[src/rtl/game_pkg.sv]
// Shared game types: movement commands, PS/2 scan-code constants and key lookup helpers.
// Pure declarations and functions; no state.
package game_pkg;

  typedef enum logic [2:0] {
    WAIT  = 3'd0,
    UP    = 3'd1,
    DOWN  = 3'd2,
    LEFT  = 3'd3,
    RIGHT = 3'd4
  } directions;

  typedef enum logic [1:0] {
    IDLE    = 2'd0,
    EXT     = 2'd1,
    BRK     = 2'd2,
    EXT_BRK = 2'd3
  } ps2_state;

  localparam logic [7:0] KEY_W     = 8'h1D;
  localparam logic [7:0] KEY_S     = 8'h1B;
  localparam logic [7:0] KEY_A     = 8'h1C;
  localparam logic [7:0] KEY_D     = 8'h23;
  localparam logic [7:0] KEY_UP    = 8'h75;
  localparam logic [7:0] KEY_DOWN  = 8'h72;
  localparam logic [7:0] KEY_LEFT  = 8'h6B;
  localparam logic [7:0] KEY_RIGHT = 8'h74;
  localparam logic [7:0] SC_EXT    = 8'hE0;
  localparam logic [7:0] SC_BRK    = 8'hF0;

  // Key ids double as bit positions in the held mask.
  localparam logic [1:0] ID_UP    = 2'd0;
  localparam logic [1:0] ID_DOWN  = 2'd1;
  localparam logic [1:0] ID_LEFT  = 2'd2;
  localparam logic [1:0] ID_RIGHT = 2'd3;

  typedef struct packed {
    logic       hit;
    logic [1:0] id;
  } key_hit_t;

  function automatic key_hit_t key_lookup(input logic [7:0] code, input logic ext);
    key_hit_t r;
    r.hit = 1'b1;
    r.id  = ID_UP;
    if (!ext) begin
      case (code)
        KEY_W:   r.id = ID_UP;
        KEY_S:   r.id = ID_DOWN;
        KEY_A:   r.id = ID_LEFT;
        KEY_D:   r.id = ID_RIGHT;
        default: r.hit = 1'b0;
      endcase
    end else begin
      case (code)
        KEY_UP:    r.id = ID_UP;
        KEY_DOWN:  r.id = ID_DOWN;
        KEY_LEFT:  r.id = ID_LEFT;
        KEY_RIGHT: r.id = ID_RIGHT;
        default:   r.hit = 1'b0;
      endcase
    end
    return r;
  endfunction

  function automatic directions id_to_dir(input logic [1:0] id);
    directions d;
    case (id)
      ID_UP:    d = UP;
      ID_DOWN:  d = DOWN;
      ID_LEFT:  d = LEFT;
      default:  d = RIGHT;
    endcase
    return d;
  endfunction

  function automatic directions prio_dir(input logic [3:0] held);
    directions d;
    if (held[ID_UP])         d = UP;
    else if (held[ID_DOWN])  d = DOWN;
    else if (held[ID_LEFT])  d = LEFT;
    else if (held[ID_RIGHT]) d = RIGHT;
    else                     d = WAIT;
    return d;
  endfunction

endpackage

[src/rtl/key_direction_decoder_if.sv]
// Byte-receiver to movement-controller bundle: scan-code strobe in, two direction commands out.
// No backpressure: the decoder consumes every rx_valid byte.
interface key_direction_decoder_if;
  import game_pkg::*;

  logic [7:0] rx_data;
  logic       rx_valid;
  directions  direction_1;
  directions  direction_2;
  logic       dir_change;

  modport master (
    output rx_data,
    output rx_valid,
    input  direction_1,
    input  direction_2,
    input  dir_change
  );

  modport slave (
    input  rx_data,
    input  rx_valid,
    output direction_1,
    output direction_2,
    output dir_change
  );

endinterface

[src/rtl/key_direction_decoder_dir_resolver.sv]
// Per-player held-key resolver: latest make wins, break falls back by UP>DOWN>LEFT>RIGHT priority.
// One-cycle registered latency; accepts an event every cycle, no backpressure.
module dir_resolver
  import game_pkg::*;
(
  input  logic       clk,
  input  logic       rst,
  input  logic       key_ev,
  input  logic       key_make,
  input  logic [1:0] key_id,
  output directions  dir,
  output logic       changed
);

  logic [3:0] held;
  logic [3:0] held_nxt;
  directions  cur_nxt;

  // cur always names a held key or WAIT, so a break of a non-held key can be dropped outright.
  always_comb begin
    held_nxt = held;
    cur_nxt  = dir;
    if (key_ev) begin
      if (key_make) begin
        held_nxt[key_id] = 1'b1;
        cur_nxt          = id_to_dir(key_id);
      end else if (held[key_id]) begin
        held_nxt[key_id] = 1'b0;
        if (dir == id_to_dir(key_id)) begin
          cur_nxt = prio_dir(held_nxt);
        end
      end
    end
  end

  always_ff @(posedge clk) begin
    if (rst) begin
      held    <= 4'b0000;
      dir     <= WAIT;
      changed <= 1'b0;
    end else begin
      held    <= held_nxt;
      dir     <= cur_nxt;
      changed <= (cur_nxt != dir);
    end
  end

endmodule

[src/rtl/key_direction_decoder.sv]
// PS/2 set-2 prefix decoder routing W/A/S/D to player 1 and E0 arrows to player 2.
// Outputs update one cycle after the final byte of a sequence; every byte is accepted, no backpressure.
module key_direction_decoder
  import game_pkg::*;
(
  input  logic                  clk,
  input  logic                  rst,
  key_direction_decoder_if.slave bus
);

  ps2_state   state;
  ps2_state   state_nxt;
  logic       ev_vld;
  logic       ev_make;
  logic       ev_ext;
  key_hit_t   hit;
  logic       p1_ev;
  logic       p2_ev;
  directions  dir_1;
  directions  dir_2;
  logic       chg_1;
  logic       chg_2;

  always_ff @(posedge clk) begin
    if (rst) begin
      state <= IDLE;
    end else begin
      state <= state_nxt;
    end
  end

  always_comb begin
    state_nxt = state;
    if (bus.rx_valid) begin
      case (state)
        IDLE: begin
          if (bus.rx_data == SC_EXT)      state_nxt = EXT;
          else if (bus.rx_data == SC_BRK) state_nxt = BRK;
          else                            state_nxt = IDLE;
        end
        EXT: begin
          if (bus.rx_data == SC_BRK) state_nxt = EXT_BRK;
          else                       state_nxt = IDLE;
        end
        BRK:     state_nxt = IDLE;
        EXT_BRK: state_nxt = IDLE;
        default: state_nxt = IDLE;
      endcase
    end
  end

  // A byte is a key event when it terminates a sequence rather than extending the prefix.
  always_comb begin
    ev_vld  = 1'b0;
    ev_make = 1'b1;
    ev_ext  = 1'b0;
    if (bus.rx_valid) begin
      case (state)
        IDLE: begin
          ev_vld = (bus.rx_data != SC_EXT) && (bus.rx_data != SC_BRK);
        end
        EXT: begin
          ev_vld = (bus.rx_data != SC_BRK);
          ev_ext = 1'b1;
        end
        BRK: begin
          ev_vld  = 1'b1;
          ev_make = 1'b0;
        end
        EXT_BRK: begin
          ev_vld  = 1'b1;
          ev_make = 1'b0;
          ev_ext  = 1'b1;
        end
        default: ev_vld = 1'b0;
      endcase
    end
  end

  assign hit   = key_lookup(bus.rx_data, ev_ext);
  assign p1_ev = ev_vld && hit.hit && !ev_ext;
  assign p2_ev = ev_vld && hit.hit && ev_ext;

  dir_resolver u_res_1 (
    .clk      (clk),
    .rst      (rst),
    .key_ev   (p1_ev),
    .key_make (ev_make),
    .key_id   (hit.id),
    .dir      (dir_1),
    .changed  (chg_1)
  );

  dir_resolver u_res_2 (
    .clk      (clk),
    .rst      (rst),
    .key_ev   (p2_ev),
    .key_make (ev_make),
    .key_id   (hit.id),
    .dir      (dir_2),
    .changed  (chg_2)
  );

  assign bus.direction_1 = dir_1;
  assign bus.direction_2 = dir_2;
  assign bus.dir_change  = chg_1 | chg_2;

endmodule

[src/flat_wrapper.sv]
// flat-port wrapper written by rule: the top's interface ports become plain ports
module key_direction_decoder_flat import game_pkg::*;
  (clk, rst, bus_rx_data, bus_rx_valid, bus_direction_1, bus_direction_2, bus_dir_change);
  key_direction_decoder_if bus_i ();
  input  logic clk;
  input  logic rst;
  input wire logic [$bits(bus_i.rx_data)-1:0] bus_rx_data;
  input wire logic [$bits(bus_i.rx_valid)-1:0] bus_rx_valid;
  output wire logic [$bits(bus_i.direction_1)-1:0] bus_direction_1;
  output wire logic [$bits(bus_i.direction_2)-1:0] bus_direction_2;
  output wire logic [$bits(bus_i.dir_change)-1:0] bus_dir_change;
  assign bus_i.rx_data = bus_rx_data;
  assign bus_i.rx_valid = bus_rx_valid;
  assign bus_direction_1 = bus_i.direction_1;
  assign bus_direction_2 = bus_i.direction_2;
  assign bus_dir_change = bus_i.dir_change;
  key_direction_decoder u_core (.clk(clk), .rst(rst), .bus(bus_i));
endmodule
[config.mk]
export PLATFORM = sky130hd
export DESIGN_NAME = key_direction_decoder_flat
export DESIGN_NICKNAME = d
export VERILOG_FILES = /design/src/rtl/game_pkg.sv /design/src/rtl/key_direction_decoder_if.sv /design/src/rtl/key_direction_decoder_dir_resolver.sv /design/src/rtl/key_direction_decoder.sv /design/src/flat_wrapper.sv
export SDC_FILE = /design/constraint.sdc
export NUM_CORES = 1
export LEC_CHECK = 0
export ABC_AREA = 1
export BUFFER_PORTS_ARGS = -buffer_cell sky130_fd_sc_hd__buf_4
export CAP_MARGIN = 20
export CORE_UTILIZATION = 55
export CTS_CLUSTER_SIZE = 8
export DETAILED_ROUTE_END_ITERATION = 7
export PLACE_DENSITY = 0.75
export SETUP_SLACK_MARGIN = 0.5
export SLEW_MARGIN = 5
export SYNTH_ARGS = -nofsm -noshare
export SYNTH_HDL_FRONTEND = slang
export SYNTH_HIERARCHICAL = 1
export SYNTH_SLANG_ARGS = --single-unit
[constraint.sdc]
create_clock -name clk -period 2.9 [get_ports clk]
set_input_delay 0.29 -clock clk [delete_from_list [all_inputs] [get_ports clk]]
set_output_delay 0.29 -clock clk [all_outputs]
set_load 0.02 [all_outputs]
# == Word-level counts from Yosys, hierarchy flattened ==
# Cells that the tools add are included.
# W data, S select, Z words.
# totals
out_inout_bits,7
reg_bits,18
# op_classes
reduce_logical,16
order_cmp,2
n_mux,48
bitwise_logic,6
n_eq_ne,21
# ops
cell,n
$mux W3,23
$eq A8 B7 Y1 const B,4
$eq A8 B5 Y1 const B,3
$pmux W2 S3,3
$eq A8 B8 Y1 const B,2
$mux W4,4
$ne A8 B8 Y1 const B,2
$mux W1,10
$pmux W3 S3,1
$and A4 B4 Y4,2
$eq A8 B6 Y1 const B,1
$or A4 B4 Y4,2
$reduce_or A4 Y1,2
$eq A2 B2 Y1 const B,3
$eq A3 B3 Y1,2
$mux W2,3
$ne A3 B3 Y1,2
$logic_and A1 B1 Y1,5
$bmux W1 S2,2
$eq A2 B1 Y1 const B,2
$logic_not A2 Y1,2
$not A4 Y4,1
$reduce_and A2 Y1,2
$reduce_bool A2 Y1,2
7 further kinds,8

# == Longest topological paths before layout ==
# logic_depth
ltp_word,20
depth_mapped,23
mapped_depth_nobuf,23

# == Cells and area by module ==
# The synthesis kept the hierarchy.
# by_module_without_submodules
mod,cells_per_inst,seq_area_each_um2,area_per_inst_um2,instances
dir_resolver at u_core.u_res_2,119,160.2,700.7,1
dir_resolver at u_core.u_res_1,107,160.2,679.4,1
key_direction_decoder,72,40.0,351.6,1

# == Worst setup path after synthesis ==
# Ideal clock, no wire load.
# synth_path
path_kind,input -> register
startpoint,in bus_rx_data[5]
endpoint,reg u_core.u_res_1.changed
path_buffers,0
path_slack_ps,199
cell_stages,17
required_time_ps,2776
setup_ps,124
t_arrival_ps,2578
cell_sequence,inv_1 > nand2_1 > nor3_1 > nand2_1 > a21oi_1 > inv_2 > ha_1 > xnor2_1 > nand2_1 > nor2_2 > nand3_1 > nand2_1 > nand2_1 > nand3_1 > nand3_1 > nor2_1 > nor2_1
# synth_rtl
element,line_no,rtl
"start, declared",flat_wrapper.sv:7,input wire logic [$bits(bus_i.rx_data)-1:0] bus_rx_data;
"end signal, assigned",key_direction_decoder_dir_resolver.sv:44,changed <= (cur_nxt != dir);
"end, declared",key_direction_decoder_dir_resolver.sv:12,output logic changed

==> impl_metrics.toml <==
[run_status]
status = "finished clean"

[route]
vias = 1941
ant_nets = 0
dr.pass1.iters = 4
wire_per_inst_um = 12.6
drt_iter0_drc = 136
wl_mm = 4.55
vias_per_cell = 5.36
drc_errors = 0

[synth]
synth_commonest_cells = "nand2_1, inv_1, nand3_1, nor2_1, a21oi_1"
syn_area_um2 = 1730
seq_area_frac_synth_pct = 20.8
syn-num-nets = 317
yosysWarnings = 6
synthTopCellsByArea = "dfxtp_1, nand2_1, nand3_1"
ys_ff_latch = 18
yosysMostFrequentCell = "nand2_1"
yosysTopAreaCell = "dfxtp_1"
syn_inst = 298
yosysTopAreaCellShare_pct = 20.8
synth_ff_type = "dfxtp_1"
yosysUniqueCellTypes = 29
async_reset_ff_share_pct = 0
synth_edf_count = 0
post_synth.cell_area_avg_um2 = 5.81

[power]
ir_drop_v = 0.000325
p_sw_share_pct = 27.4
seqPwrFrac_pct = 51.8
power-per-cell-area_nw_per_um2 = 222
power.switching_uw = 131
p_clk_share_pct = 34.9
intPower_uw = 349
power.leakage_nw = 0.919
pwr-share-comb_pct = 13.4

[worst_hold_path]
hp-class = "primary input to register"

[finish]
layout.nets = 340
fin_util_pct = 75.3
syn2layout_area_growth_pct = 25.1
final_cells = 362
drive_gt1_share_pct = 27.8
n_antenna_cell = 0
fillers = 239

[critical_path]
critical-path-top-delay-family = "simple AND/OR/NAND/NOR gates"
required_ps = 3120
cp_slowest_cell = "dfxtp_4"
end_kind = "register"
crit_buf_inv = 3
critPathKind = "register to register"
crit_arrival_ps = 2540
crit_fanout = 8
startpoint_type = "register"
slowest_delay_ps = 380
worstPathCellList = "nand2_4 -> inv_4 -> nand2_4 -> a21oi_4 -> a21oi_4 -> buf_6 -> ha_2 -> xnor2_2 -> inv_1 -> nor2_4 -> nand3_2 -> nand2_1 -> nand2_1 -> nand3_1 -> nand3_1 -> nor2_1 -> nor2_1"

[sta]
timing.hold.ws_ps = 273
period_needed_ps = 2320
tns_ps = 0
report.final.slew_viol_count = 0
max_freq_mhz = 432
finalHoldViolCount = 0
max_slew_margin_pct = 52.3
setup_viol = 0
rsz0062_at_grt = "true"
setup_ws_ps = 584
skew_ps = 6.59
worstMarginPinSlew_ps = 714
finalCritPeriodShare_pct = 79.9

[clock_tree]
clock_sinks = 18
cts.clk_slew.worst_paths_ps = 120
cts_tree = "yes"
cts_buffers = 3
clock_latency_ps = 310
h-tree-depth = 1
cts_hold_buf = 0
cts-root-buf = "clkbuf_4"
max-clock-path-buffers = 2

[placed_design]
pre_cts_ws_ps = 176
dp_hpwl_mm = 3.14
placed_cells = 356
place.gp.congestion = 0.863
portBuffers = 17

[floorplanning]
dieArea_um2 = 3380
die_y_um = 58.1
rows = 19
core_area_um2 = 2880
die_x_um = 58.1
io_pins = 18
start_util_pct = 60.2

[grt]
grt_max_degree = 19
grt_pass1_wl_mm = 7.12
antenna_found_initial = 0
grt_pass1_vias = 1702
grt_usage_pct = 27.0
grt_overflow = 0

[run]
cap_violations = 0
==> repair_timing <==
action                                  CTS  global route
buffers inserted                          1             1
gates resized for setup                   4            46
endpoints found under the setup margin    5            11
pin swaps                                 0            13
==> path summary, 6_finish.rpt <==
| kind | startpoint | end | slack [ps] | depth (start not counted) |
|---|---|---|---|---|
| min | rst | register | 270 | 2 |
| min reg2reg | register | register | 470 | 2 |
| max reg2reg | u_core/state[0]$_SDFFE_PP0P_ | u_core/u_res_1/changed$_SDFF_PP0_ | 580 | 17 |
| max | u_core/state[0]$_SDFFE_PP0P_ | u_core/u_res_1/changed$_SDFF_PP0_ | 580 | 17 |
==> layer usage <==
metal / GRT usage (%) / part of all wire (%) / up-vias / wire length (µm)
met2: 46.5 / 48 / 49 / 2200
met1: 34.4 / 46 / 886 / 2100
li1: - / - / 997 / -
met5: 0 / 0 / - / 0
met3: 4.24 / 3.8 / 9 / 174
met4: 8.50 / 1.8 / 0 / 80
==> final cells by class <==
| class | count | area (µm²) | share of cell area, % |
|---|---|---|---|
| multi-input combinational | 228 | 1350 | 62.4 |
| inverter | 49 | 194 | 8.95 |
| sequential | 18 | 364 | 16.8 |
| timing repair buffer | 21 | 169 | 7.79 |
| clock buffer | 4 | 36.3 | 1.67 |
| tap | 42 | 52.6 | 2.42 |
==> per-stage QoR <==
| stage | power, mW | instance area [µm²] |
|---|---|---|
| after floorplan | 0.289 | 1750 |
| after global placement | 0.312 | 1920 |
| after detailed placement | 0.312 | 1920 |
| after CTS | 0.479 | 1980 |
| after global routing | 0.504 | 2170 |
| final | 0.480 | 2170 |
==> power groups by stage <==
stage	clock network, mW	logic, mW	registers, mW
after global placement	0	0.0571	0.255
after floorplan	0	0.0337	0.255
after CTS	0.172	0.0578	0.249
after detailed placement	0	0.0573	0.255
final	0.167	0.0641	0.249
after global routing	0.183	0.0718	0.249
==> layout by cell type (no fill, tap or decap), drive strengths merged <==
master  synthesis  final
nand4           5      5
o21ai          12     12
nor3b           1      1
a21oi          21     21
a31oi           1      1
dfxtp          18     18
nor3            4      4
or2             2      2
inv            49     49
o21bai          1      1
buf             2     21
ha              8      8
nand3          39     39
xnor2           3      3
a22oi           1      1
a221oi          1      1
nor2           33     33
nand3b          3      3
clkbuf          1      4
nand2          93     93
==> logic make-up (layout without fill, tap and decap cells) <==
family | after synthesis | in the layout | synth area share, %
adders and majority gates | 8 | 8 | 5.78
xor gates and xnor gates | 3 | 3 | 1.52
DFF | 18 | 18 | 20.8
AOI/OAI and AO/OA | 37 | 37 | 11.5
buffers and inverters | 52 | 74 | 11.9
and+or+nand+nor | 180 | 180 | 48.5
==> worst register-to-register path, stage by stage (launching register included) <==
cell and delay (ps):
dfxtp_4 380, nand2_4 80, inv_4 50, nand2_4 80, a21oi_4 40, a21oi_4 220, buf_6 180, ha_2 240
xnor2_2 150, inv_1 100, nor2_4 130, nand3_2 110, nand2_1 90, nand2_1 70, nand3_1 80, nand3_1 70
nor2_1 110, nor2_1 40
Note: power is estimated with default switching activity, not from simulation.
